### src/rtl/vga_timing_recovery.sv
// Recovers VGA pixel coordinates from an incoming active-low hsync/vsync pair with a flywheel
// counter, qualifies every sync edge, and reports lock, timing errors and measured periods.
module vga_timing_recovery #(
  parameter int H_VISIBLE  = 640,
  parameter int H_FRONT    = 16,
  parameter int H_SYNC     = 96,
  parameter int H_BACK     = 48,
  parameter int V_VISIBLE  = 480,
  parameter int V_FRONT    = 10,
  parameter int V_SYNC     = 2,
  parameter int V_BACK     = 33,
  parameter int LOCK_LINES = 4,
  parameter int MISS_MAX   = 3
) (
  input  logic       clk_25mhz,
  input  logic       reset,
  input  logic       hsync_in,
  input  logic       vsync_in,
  output logic [9:0] x,
  output logic [9:0] y,
  output logic       de,
  output logic       locked,
  output logic       h_err,
  output logic       v_err,
  output logic [9:0] h_period,
  output logic [9:0] v_period
);

  localparam int HT = H_VISIBLE + H_FRONT + H_SYNC + H_BACK;
  localparam int VT = V_VISIBLE + V_FRONT + V_SYNC + V_BACK;
  localparam logic [9:0] HT_LAST = 10'(HT - 1);
  localparam logic [9:0] VT_LAST = 10'(VT - 1);
  localparam logic [9:0] HS_X    = 10'(H_VISIBLE + H_FRONT);
  localparam logic [9:0] VS_Y    = 10'(V_VISIBLE + V_FRONT);
  localparam logic [9:0] H_VIS   = 10'(H_VISIBLE);
  localparam logic [9:0] V_VIS   = 10'(V_VISIBLE);
  localparam logic [9:0] SAT     = 10'h3FF;
  localparam int GW = $clog2(LOCK_LINES + 1);
  localparam int MW = $clog2(MISS_MAX + 1);
  localparam logic [GW-1:0] GOOD_LIM = GW'(LOCK_LINES);
  localparam logic [MW:0]   MISS_LIM = (MW + 1)'(MISS_MAX);

  typedef enum logic [1:0] {SEARCH, ALIGN, LOCKED} state_t;

  state_t        state, state_nxt;
  logic          hs_d, vs_d;
  logic          hs_fall, vs_fall;
  logic [9:0]    fly_x, fly_y;
  logic [9:0]    x_nxt, y_nxt;
  logic          h_at, v_at, tracking;
  logic          h_good, h_bad, v_bad;
  logic [GW-1:0] good_cnt, good_nxt;
  logic [MW-1:0] miss_cnt, miss_nxt;
  logic [MW:0]   miss_sum;
  logic [9:0]    h_meas, h_meas_nxt, v_meas, v_meas_nxt;
  logic [9:0]    h_period_nxt, v_period_nxt;
  logic          h_seen, v_seen;
  logic          de_nxt;

  always_ff @(posedge clk_25mhz or posedge reset) begin
    if (reset) begin
      state    <= SEARCH;
      hs_d     <= 1'b1;
      vs_d     <= 1'b1;
      x        <= '0;
      y        <= '0;
      de       <= 1'b0;
      locked   <= 1'b0;
      h_err    <= 1'b0;
      v_err    <= 1'b0;
      good_cnt <= '0;
      miss_cnt <= '0;
      h_meas   <= '0;
      v_meas   <= '0;
      h_seen   <= 1'b0;
      v_seen   <= 1'b0;
      h_period <= '0;
      v_period <= '0;
    end else begin
      state    <= state_nxt;
      hs_d     <= hsync_in;
      vs_d     <= vsync_in;
      x        <= x_nxt;
      y        <= y_nxt;
      de       <= de_nxt;
      locked   <= (state_nxt == LOCKED);
      h_err    <= h_bad;
      v_err    <= v_bad;
      good_cnt <= good_nxt;
      miss_cnt <= miss_nxt;
      h_meas   <= h_meas_nxt;
      v_meas   <= v_meas_nxt;
      h_seen   <= h_seen | hs_fall;
      v_seen   <= v_seen | vs_fall;
      h_period <= h_period_nxt;
      v_period <= v_period_nxt;
    end
  end

  always_comb begin
    hs_fall = hs_d & ~hsync_in;
    vs_fall = vs_d & ~vsync_in;

    fly_x = (x == HT_LAST) ? 10'd0 : x + 10'd1;
    fly_y = y;
    if (fly_x == 10'd0) fly_y = (y == VT_LAST) ? 10'd0 : y + 10'd1;

    h_at     = (fly_x == HS_X);
    v_at     = (fly_x == 10'd0) && (fly_y == VS_Y);
    tracking = (state != SEARCH);

    // A missing hsync is only an error once tracking; a missing vsync only once locked.
    h_good = hs_fall && h_at;
    h_bad  = tracking && (hs_fall != h_at);
    v_bad  = (tracking && vs_fall && !v_at) || (state == LOCKED && !vs_fall && v_at);

    x_nxt = fly_x;
    y_nxt = fly_y;
    if (tracking && vs_fall && !v_at) begin
      x_nxt = 10'd0;
      y_nxt = VS_Y;
    end
    // hsync owns x, so it wins when both realignments fire together.
    if (hs_fall && !h_at) x_nxt = HS_X;

    state_nxt = state;
    good_nxt  = good_cnt;
    miss_nxt  = miss_cnt;
    miss_sum  = (h_good ? '0 : {1'b0, miss_cnt}) + {{MW{1'b0}}, h_bad} + {{MW{1'b0}}, v_bad};
    case (state)
      SEARCH: begin
        if (hs_fall) begin
          state_nxt = ALIGN;
          good_nxt  = '0;
          miss_nxt  = '0;
        end
      end
      ALIGN: begin
        if (h_good) begin
          if (good_cnt != GOOD_LIM) good_nxt = good_cnt + GW'(1);
        end else if (h_bad) begin
          good_nxt = '0;
        end
        if (vs_fall && good_cnt >= GOOD_LIM && fly_x == 10'd0) begin
          state_nxt = LOCKED;
          miss_nxt  = '0;
        end
      end
      LOCKED: begin
        if (miss_sum >= MISS_LIM) begin
          state_nxt = SEARCH;
          miss_nxt  = '0;
          good_nxt  = '0;
        end else begin
          miss_nxt = miss_sum[MW-1:0];
        end
      end
      default: state_nxt = SEARCH;
    endcase

    de_nxt = (state_nxt == LOCKED) && (x_nxt < H_VIS) && (y_nxt < V_VIS);

    // h_meas holds clocks elapsed since the last hsync edge, so it is the period at the next one.
    h_meas_nxt   = hs_fall ? 10'd1 : ((h_meas == SAT) ? h_meas : h_meas + 10'd1);
    h_period_nxt = (hs_fall && h_seen) ? h_meas : h_period;

    v_meas_nxt   = v_meas;
    v_period_nxt = v_period;
    if (vs_fall) begin
      v_meas_nxt = 10'd0;
      if (v_seen) v_period_nxt = (v_meas == SAT || !hs_fall) ? v_meas : v_meas + 10'd1;
    end else if (hs_fall && v_meas != SAT) begin
      v_meas_nxt = v_meas + 10'd1;
    end
  end

endmodule

### config.mk
export PLATFORM = sky130hd
export DESIGN_NAME = vga_timing_recovery
export DESIGN_NICKNAME = d
export VERILOG_FILES = /design/src/rtl/vga_timing_recovery.sv
export SDC_FILE = /design/constraint.sdc
export NUM_CORES = 1
export LEC_CHECK = 0
export BUFFER_PORTS_ARGS = -buffer_cell sky130_fd_sc_hd__buf_4
export CORE_MARGIN = 2
export CORE_UTILIZATION = 43
export DETAILED_ROUTE_END_ITERATION = 10
export GPL_TIMING_DRIVEN = 1
export SETUP_SLACK_MARGIN = 0.5
export SLEW_MARGIN = 30
export SYNTH_ARGS = -nofsm -noshare
export SYNTH_HDL_FRONTEND = slang
export SYNTH_SLANG_ARGS = --single-unit
### constraint.sdc
create_clock -name clk_25mhz -period 5.7 [get_ports clk_25mhz]
set_input_delay 0.57 -clock clk_25mhz [delete_from_list [all_inputs] [get_ports clk_25mhz]]
set_output_delay 0.57 -clock clk_25mhz [all_outputs]
set_load 0.05 [all_outputs]
== Yosys cells after proc, flatten, opt, wreduce, memory -nomap -nowiden ==
Cells that the tools add are included.

* Bits in registers: 75
* Output and inout bits: 44

* Add/subtract/negate cells: 7
* $lt $le $gt $ge: 4
* Equal/unequal tests: 18
* Mux-type cells: 26
* Bitwise logic cells: 6
* Reductions and logical operators: 28

{| class="wikitable"
|+ Operators by type and width
! kind !! count
|-
| 2-to-1 mux 10 bit || 11
|-
| == test 10 bit, second input constant || 5
|-
| adder 10 x 1 -> 10 bit, second input constant || 4
|-
| 2-to-1 mux 3 bit || 5
|-
| logical AND 1 bit || 14
|-
| 2-to-1 mux 2 bit || 7
|-
| case mux 2 bit (3 select lines) || 2
|-
| == test 10 x 9 -> 1 bit, second input constant || 1
|-
| zero test 10 bit || 1
|-
| less-than comparator 10 bit, second input constant || 1
|-
| less-than comparator 10 x 9 -> 1 bit, second input constant || 1
|-
| inequality test 10 bit, second input constant || 1
|-
| inequality test 3 bit, second input constant || 3
|-
| case mux 3 bit (3 select lines) || 1
|-
| inequality test 2 bit, second input constant || 3
|-
| AND reduction 5 bit || 1
|-
| == test 2 bit, second input constant || 2
|-
| zero test 1 bit || 4
|-
| nonzero test 2 bit || 2
|-
| adder 2 x 1 -> 3 bit || 1
|-
| adder 3 x 1 -> 3 bit || 1
|-
| adder 3 x 1 -> 3 bit, second input constant || 1
|-
| >= comparator 3 x 2 -> 1 bit, second input constant || 1
|-
| >= comparator 3 bit, second input constant || 1
|-
| 11 further kinds || 15
|}

== Depth between registers and ports, before layout ==
Gate-level depths: netlist of run 1.

* Word-level depth: 16
* Gate-level depth with buffers: 16
* Mapped depth without buffers: 15

== Least setup slack after synthesis of run 1 ==
No wires, ideal clock.

* Path kind: flip-flop to flip-flop
* Start: reg x[0]
* End: reg good_cnt[0]
* Data arrival time: 4.941 ns
* Data required time: 5.582 ns
* Slack: 0.641 ns
* Stages on the path, launching flop included: 16
* Path buffers: 0
* Clock period less this slack: 5.059 ns
* Cells stage by stage: dfrtp_1 ha_1 nand4_4 or4_4 o21ai_2 o2111ai_2 or3_4 a32oi_4 mux2i_1 nor3_1 fa_1 ha_1 a2111oi_0 or2_0 nor3_1 a21o_1

* Word-level cells in the longest chain between the ends: 13
* Elaborated cells between the ends (all ways): 25
* Classes of those cells: add/sub (3); order compare (1); eq/ne (7); mux (5); reduce/logical (9)

{| class="wikitable"
|+ RTL lines
! what !! RTL line !! source
|-
| from (decl) || 19 || <nowiki>output logic [9:0] x,</nowiki>
|-
| from (signal assigned) || 83 || <nowiki>x <= x_nxt;</nowiki>
|-
| adder 10 x 1 -> 10 bit / == test 10 bit (equally long branches) || 104 || <nowiki>fly_x = (x == HT_LAST) ? 10'd0 : x + 10'd1;</nowiki>
|-
| 2-to-1 mux 10 bit * || 104 ||
|-
| zero test 10 bit * || 106, 109 ||
|-
| 2-to-1 mux 10 bit || 106 || <nowiki>if (fly_x == 10'd0) fly_y = (y == VT_LAST) ? 10'd0 : y + 10'd1;</nowiki>
|-
| == test 10 x 9 -> 1 bit || 109 || <nowiki>v_at = (fly_x == 10'd0) && (fly_y == VS_Y);</nowiki>
|-
| logical AND 1 bit * || 109 ||
|-
| zero test 1 bit || 115 || <nowiki>v_bad = (tracking && vs_fall && !v_at) || (state == LOCKED && !vs_fall && v_at);</nowiki>
|-
| logical AND 1 bit || 115 ||
|-
| logical OR 1 bit * || 115 ||
|-
| named net v_bad || 51 || <nowiki>logic h_good, h_bad, v_bad;</nowiki>
|-
| adder 3 x 1 -> 3 bit * || 129 || <nowiki>miss_sum = (h_good ? '0 : {1'b0, miss_cnt}) + {{MW{1'b0}}, h_bad} + {{MW{1'b0}}, v_bad};</nowiki>
|-
| >= comparator 3 x 2 -> 1 bit * || 150 || <nowiki>if (miss_sum >= MISS_LIM) begin</nowiki>
|-
| inequality test 2 x 1 -> 1 bit (no line) * || - ||
|-
| AND reduction 5 bit (no line) * || - ||
|-
| to (signal assigned) || 89 || <nowiki>good_cnt <= good_nxt;</nowiki>
|-
| to (decl) || 52 || <nowiki>logic [GW-1:0] good_cnt, good_nxt;</nowiki>
|}

Mark *: on every way through the listed nets, which the timed path passes. The rest lies on a longest branch.
A chain may end at the register's enable or synchronous reset.

== Final worst setup path of run 1 ==
* Start: reg x[0]
* End: reg good_cnt[2]

The elaborated chain is that of the path after synthesis.

==> impl_metrics.env, run 1 <==
export IMPL_pin_count_of_the_biggest_net_entering_global_routing=76
export IMPL_finalCriticalPeriod_ns=4.96
export IMPL_synth_enable_flop_cells=0
export IMPL_finalSetupViolations=0
export IMPL_vias_per_cell=5.38
export IMPL_post_synth_cell_area_avg_sq_um=9.94
export IMPL_power_per_cell_area_nw_per_um2=276
export IMPL_synth_sequential_area_ratio=0.476
export IMPL_wl_per_cell_um=14.7
export IMPL_grt_pass1_vias=2883
export IMPL_worst_endpoint_arrival_ns=5.24
export IMPL_status="completed"
export IMPL_filler_instances=817
export IMPL_timing_critical_path_to="good_cnt[2]"
export IMPL_cts_made_buffers=9
export IMPL_number_of_vias_after_detailed_routing=2987
export IMPL_cts_root_buffer_cell="clkbuf_8"
export IMPL_critPathKind="register to register"
export IMPL_start_kind="register"
export IMPL_max_slew_margin=0.382
export IMPL_drt_pass1_iterations=4
export IMPL_preCtsSetupSlack_ns=0.541
export IMPL_tritoncts_clock_tree="done"
export IMPL_cts_clk_slew_worst_paths_ns=0.08
export IMPL_timing_critical_path_required_ns=5.98
export IMPL_unrepaired_setup_endpoints_after_global_routing="no"
export IMPL_clk_path_buf_depth=2
export IMPL_final_antenna_net_count=0
export IMPL_insertedDiodeCount=0
export IMPL_finish_net_count=457
export IMPL_layout_commonest_cell="dfrtp_1"
export IMPL_max_slew_worst_pin_slew_ns=0.924
export IMPL_globalplace_congestion=0.853
export IMPL_yosys_warnings=0
export IMPL_slew_violations=0
export IMPL_area_sequential_sq_um=1880
export IMPL_crit_path_max_fanout=9
export IMPL_overflow_left_after_global_routing=0
export IMPL_wire_length_of_the_first_global_routing_pass_um=13700
export IMPL_dr_first_iter_drc_count=119
export IMPL_ff_latch_count_synth=75
export IMPL_finClkSkew_ns=0.0110
export IMPL_die_area_sq_um=9960
export IMPL_setup_worst_path_end_class="register"
export IMPL_p_leak_nw=2.14
export IMPL_core_rowCount=34
export IMPL_worst_r2r_startpoint="x[0]"
export IMPL_syn_area_sq_um=3950
export IMPL_synth_async_reset_ratio=1.00
export IMPL_floorplan_initialDensity=0.448
export IMPL_grt_antenna_before_repair=0
export IMPL_dp_cells=534
export IMPL_final_cell_mix="73 x dfrtp_1, 55 x buf_4, 45 x nand2_1"
export IMPL_multi_input_area_sq_um=1960
export IMPL_min_path_type="primary input to register"
export IMPL_dp_final_hpwl_um=5450
export IMPL_ys_flop_type="dfrtp_1"
export IMPL_synth_top_area_share=0.463
export IMPL_min_delay_start="hsync_in"
export IMPL_cp_startpoint="x[0]"
export IMPL_reg2reg_slack_ns=0.74
export IMPL_max_freq_ghz=0.202
export IMPL_ioPinCount=48
export IMPL_cts_max_level=3
export IMPL_placeableCoreArea_sq_um=8810
export IMPL_r2r_cells=16
export IMPL_synth_fp_nets=412
export IMPL_grt_total_usage=0.171
export IMPL_fp_dieH_um=99.8
export IMPL_post_route_worst_setup_slack_ns=0.739
export IMPL_numPortBuffers=47
export IMPL_peakVddDrop_v=0.000152
export IMPL_final_setup_tns_ns=0
export IMPL_timing_hold_ws_ns=0.335
export IMPL_syn2layout_area_growth_pct=17.3
export IMPL_synth_cell_types=60
export IMPL_clock_insertion_delay_worst_skew_ns=0.34
export IMPL_stdcell_count=555
export IMPL_die_x_um=99.8
export IMPL_postRouteWirelength_um=8150
export IMPL_drc_errors=0
export IMPL_report_final_hold_viol_count=0
export IMPL_netlist_top_cells_area="dfrtp_1 46%, nand2_1 4.3%, nor2_1 3.6%, o21ai_0 3.5%, ha_1 3.2%"
export IMPL_cts_num_sinks=75
export IMPL_netlist_top_cell_by_area="dfrtp_1"
export IMPL_max_capacitance_violation_total=0
export IMPL_worstReg2RegEnd="good_cnt[2]"
export IMPL_postSynthCellCount=397
export IMPL_post_route_cells_drive_above_1_share=0.244
export IMPL_cts_hold_fix_buffers=0
export IMPL_fin_crit_sh=0.870
[sequential cells by signal (all words and copies together), names as in the netlist]
signal,count
v_err,1
y,10
locked,1
v_meas,10
h_period,10
h_err,1
h_meas,10
h_seen,1
x,10
hs_d,1
v_period,10
miss_cnt,2
vs_d,1
good_cnt,3
state,2
v_seen,1
de,1
[where the power goes]
group          internal (mW)  switching [mW]  total, mW
combinational         0.0933           0.179      0.272
clock                  0.174           0.209      0.383
sequential             0.579          0.0437      0.623
[worst max-delay path: stages (launching register included)]
cell	delay [ns]
dfrtp_1	0.43
ha_2	0.29
nand4_4	0.14
or4_4	0.58
o21ai_2	0.14
o2111ai_4	0.25
or3_4	0.46
a32oi_4	0.30
mux2i_1	0.21
nor3_1	0.10
fa_1	0.40
ha_1	0.30
a2111oi_0	0.09
buf_4	0.16
or2_0	0.29
or4b_2	0.67
nand2_1	0.09
[layout make-up]
class,count,share of cell area
clock inverter,6,0.0103
sequential,75,0.406
inverter,11,0.00892
clock buffer,10,0.0297
multi-input combinational,289,0.424
tap,108,0.0292
timing repair buffer,56,0.0916
[per-stage QoR]
| step | cell area, sq um | power [mW] | utilization |
|---|---|---|---|
| after CTS | 4550 | 1.29 | 0.516 |
| after floorplan | 3950 | 0.825 | - |
| after global routing | 4630 | 1.34 | 0.526 |
| after detailed placement | 4360 | 0.905 | 0.495 |
| after global placement | 4360 | 0.897 | 0.495 |
| final | 4630 | 1.28 | 0.526 |
[what timing repair did]
action	4_1_cts	5_1_grt
buffers inserted	0	5
resized for setup	0	5
endpoints found under the setup margin	0	4
[cell families after synthesis]
logic type	count (synthesis)	share of synthesized area
DFF	75	0.476
AOI/OAI and AO/OA	71	0.123
muxes	17	0.0466
adders and majority gates	11	0.0368
buffers and inverters	33	0.0364
and+or+nand+nor	167	0.230
xor gates and xnor gates	23	0.0510
[layer usage]
metal,part of all wire,up-vias,global-route usage
met5,0,-,0
met4,0.011,0,0.0632
met3,0.035,7,0.0313
met2,0.46,55,0.270
met1,0.49,1435,0.237
li1,-,1490,-
[cells in the mapped netlist, types with 2 or more instances]
cell,number
xor2_1,10
a21o_1,7
nor4_2,2
or3_1,4
and4_1,2
nor2_1,38
and3_1,10
ha_1,10
inv_1,11
buf_4,2
nor3_2,4
o211ai_1,2
nand3_1,13
clkbuf_1,15
nor3b_1,2
nand4_1,8
nand2_1,45
xnor2_1,13
a31o_1,2
o31a_1,3
nor3_1,8
nand2b_1,4
a22o_1,2
mux2_2,10
a31oi_1,5
o21ai_0,28
or2_2,2
nor3b_2,2
nor4_1,4
a21oi_1,10
dfrtp_1,73
o21a_1,3
dfstp_2,2
and2_0,2
buf_2,4
mux2i_1,6
nor2b_1,6
[worst min-delay path by stage]
stage / endpoint / slack [ns] / cells after the start
floorplan: h_seen / 0.44 / 1
global placement: v_seen / 0.45 / 1
detailed placement: h_seen / 0.45 / 1
CTS: hs_d / 0.32 / 1
global route: hs_d / 0.31 / 1
finish: hs_d / 0.34 / 1
Power figures use the tool's default switching activity.
==> inputs of run 2 (changes only) <==
--- a/config.mk
+++ b/config.mk
@@ -6,7 +6,7 @@
 export NUM_CORES = 1
 export LEC_CHECK = 0
 export BUFFER_PORTS_ARGS = -buffer_cell sky130_fd_sc_hd__buf_4
-export CORE_MARGIN = 2
+export CORE_MARGIN = 3
 export CORE_UTILIZATION = 43
 export DETAILED_ROUTE_END_ITERATION = 10
 export GPL_TIMING_DRIVEN = 1
==> impl_metrics.env, run 2 (synthesized netlist as in run 1, its figures left out) <==
export IMPL_status="completed"
export IMPL_placeableCoreArea_sq_um=8810
export IMPL_final_setup_tns_ns=0
export IMPL_finish_net_count=453
export IMPL_pin_count_of_the_biggest_net_entering_global_routing=76
export IMPL_wl_per_cell_um=14.3
export IMPL_tritoncts_clock_tree="done"
export IMPL_slew_violations=0
export IMPL_final_antenna_net_count=0
export IMPL_cp_startpoint="x[0]"
export IMPL_unrepaired_setup_endpoints_after_global_routing="no"
export IMPL_cts_root_buffer_cell="clkbuf_8"
export IMPL_grt_pass1_vias=2716
export IMPL_cp_top_family="simple AND/OR/NAND/NOR gates"
export IMPL_critical_path_buf_inv_count=1
export IMPL_die_area_sq_um=10400
export IMPL_cts_clk_slew_worst_paths_ns=0.08
export IMPL_timing_hold_ws_ns=0.330
export IMPL_dr_first_iter_drc_count=144
export IMPL_insertedDiodeCount=0
export IMPL_cts_setup_buffers=0
export IMPL_finalCriticalPeriod_ns=4.97
export IMPL_met2_wirelength_um=3620
export IMPL_ioPinCount=48
export IMPL_overflow_left_after_global_routing=0
export IMPL_worst_endpoint_arrival_ns=5.26
export IMPL_finClkSkew_ns=0.0123
export IMPL_clock_insertion_delay_worst_skew_ns=0.35
export IMPL_min_delay_start="hsync_in"
export IMPL_p_leak_nw=2.13
export IMPL_crit_path_max_fanout=12
export IMPL_start_kind="register"
export IMPL_number_of_vias_after_detailed_routing=2939
export IMPL_cts_max_level=3
export IMPL_grt_total_usage=0.158
export IMPL_fin_crit_sh=0.871
export IMPL_fp_dieH_um=102
export IMPL_placement_cell_area_sq_um=4370
export IMPL_layout_commonest_cell="dfrtp_1"
export IMPL_clk_path_buf_depth=2
export IMPL_postRouteWirelength_um=7880
export IMPL_crit_path_max_incr_delay_ns=0.66
export IMPL_floorplan_initialDensity=0.448
export IMPL_filler_instances=795
export IMPL_critical_path_slowest_cell="or4b_2"
export IMPL_max_slew_worst_pin_slew_ns=0.968
export IMPL_dr_top_layer="met4"
export IMPL_numPortBuffers=47
export IMPL_drt_pass1_iterations=4
export IMPL_setup_worst_path_end_class="register"
export IMPL_syn2layout_area_growth_pct=17.3
export IMPL_post_route_cells_drive_above_1_share=0.235
export IMPL_met1_length_um=3890
export IMPL_crit_chain="ha_2 -> nand4_4 -> or4_4 -> o21ai_2 -> o2111ai_4 -> or3_4 -> a32oi_4 -> mux2i_1 -> nor3_1 -> fa_1 -> ha_1 -> a2111oi_0 -> buf_4 -> or2_0 -> or4b_2 -> nand2_1"
export IMPL_dp_final_hpwl_um=5400
export IMPL_critPathKind="register to register"
export IMPL_max_slew_margin=0.352
export IMPL_min_path_type="primary input to register"
export IMPL_grt_antenna_before_repair=0
export IMPL_power_per_cell_area_nw_per_um2=292
export IMPL_final_cell_mix="73 x dfrtp_1, 51 x buf_4, 45 x nand2_1"
export IMPL_met3_length_um=283
export IMPL_max_freq_ghz=0.201
export IMPL_cts_num_sinks=75
export IMPL_timing_critical_path_required_ns=5.99
export IMPL_peakVddDrop_v=0.000177
export IMPL_cts_made_buffers=9
export IMPL_wire_length_of_the_first_global_routing_pass_um=12900
export IMPL_drc_errors=0
export IMPL_finalSetupViolations=0
export IMPL_worst_r2r_startpoint="x[0]"
export IMPL_vias_per_cell=5.33
export IMPL_globalplace_congestion=0.772
export IMPL_die_x_um=102
export IMPL_final_area_sq_um=4630
export IMPL_core_rowCount=34
export IMPL_max_capacitance_violation_total=0
export IMPL_report_final_hold_viol_count=0
run 2: changes by cell type in the layout (fill, tap and decap cells not counted), sizes merged:
| cell | before | now |
|---|---|---|
| clkinvlp | 1 | 2 |
| inv | 13 | 12 |
| bufinv | 0 | 2 |
| buf | 56 | 52 |
| clkinv | 3 | 0 |
| clkbuf | 10 | 11 |
run 2: final timing paths:
| path | endpoint | slack [ns] | depth (start not counted) |
|---|---|---|---|
| setup / recovery | good_cnt[2] | 0.73 | 16 |
| hold / removal | hs_d | 0.33 | 1 |
| setup reg to reg | good_cnt[2] | 0.73 | 16 |
| hold reg to reg | h_seen | 0.47 | 1 |
| max in group asynchronous | y[4] | 4.83 | 3 |
| min in group asynchronous | v_period[1] | 0.40 | 3 |
run 2: through the flow:
stage               total power, mW  cells  setup WS (ns)  utilization
global placement              0.898    535          0.650        0.496
finish                         1.35    551          0.735        0.526
floorplan                     0.825    397          0.641            -
global route                   1.42    551          0.525        0.526
detailed placement            0.903    535          0.487        0.496
CTS                            1.37    551          0.543        0.523
run 2: area by class of cell:
class                      instances  area (sq um)  share of cell area
clock buffer                      11           141              0.0305
clock inverter                     5          83.8              0.0181
inverter                          11          41.3             0.00892
multi-input combinational        289          1960               0.422
sequential                        75          1880               0.406
tap                              108           135              0.0292
timing repair buffer              52           394              0.0851
run 2: layer usage:
layer,global-route usage,vias to the layer above
met5,0,-
met4,0.0575,0
met3,0.0389,7
met2,0.241,58
met1,0.220,1395
li1,-,1479
run 2: power by group:
group / internal (mW) / switching, mW
Sequential: 0.579 / 0.0420
Combinational: 0.0925 / 0.177
Clock: 0.260 / 0.202
run 2: what timing repair did:
action	4_1_cts	5_1_grt
setup endpoints to repair	1	4
hold buffers	0	0
resized for setup	1	3
pin swaps	0	1
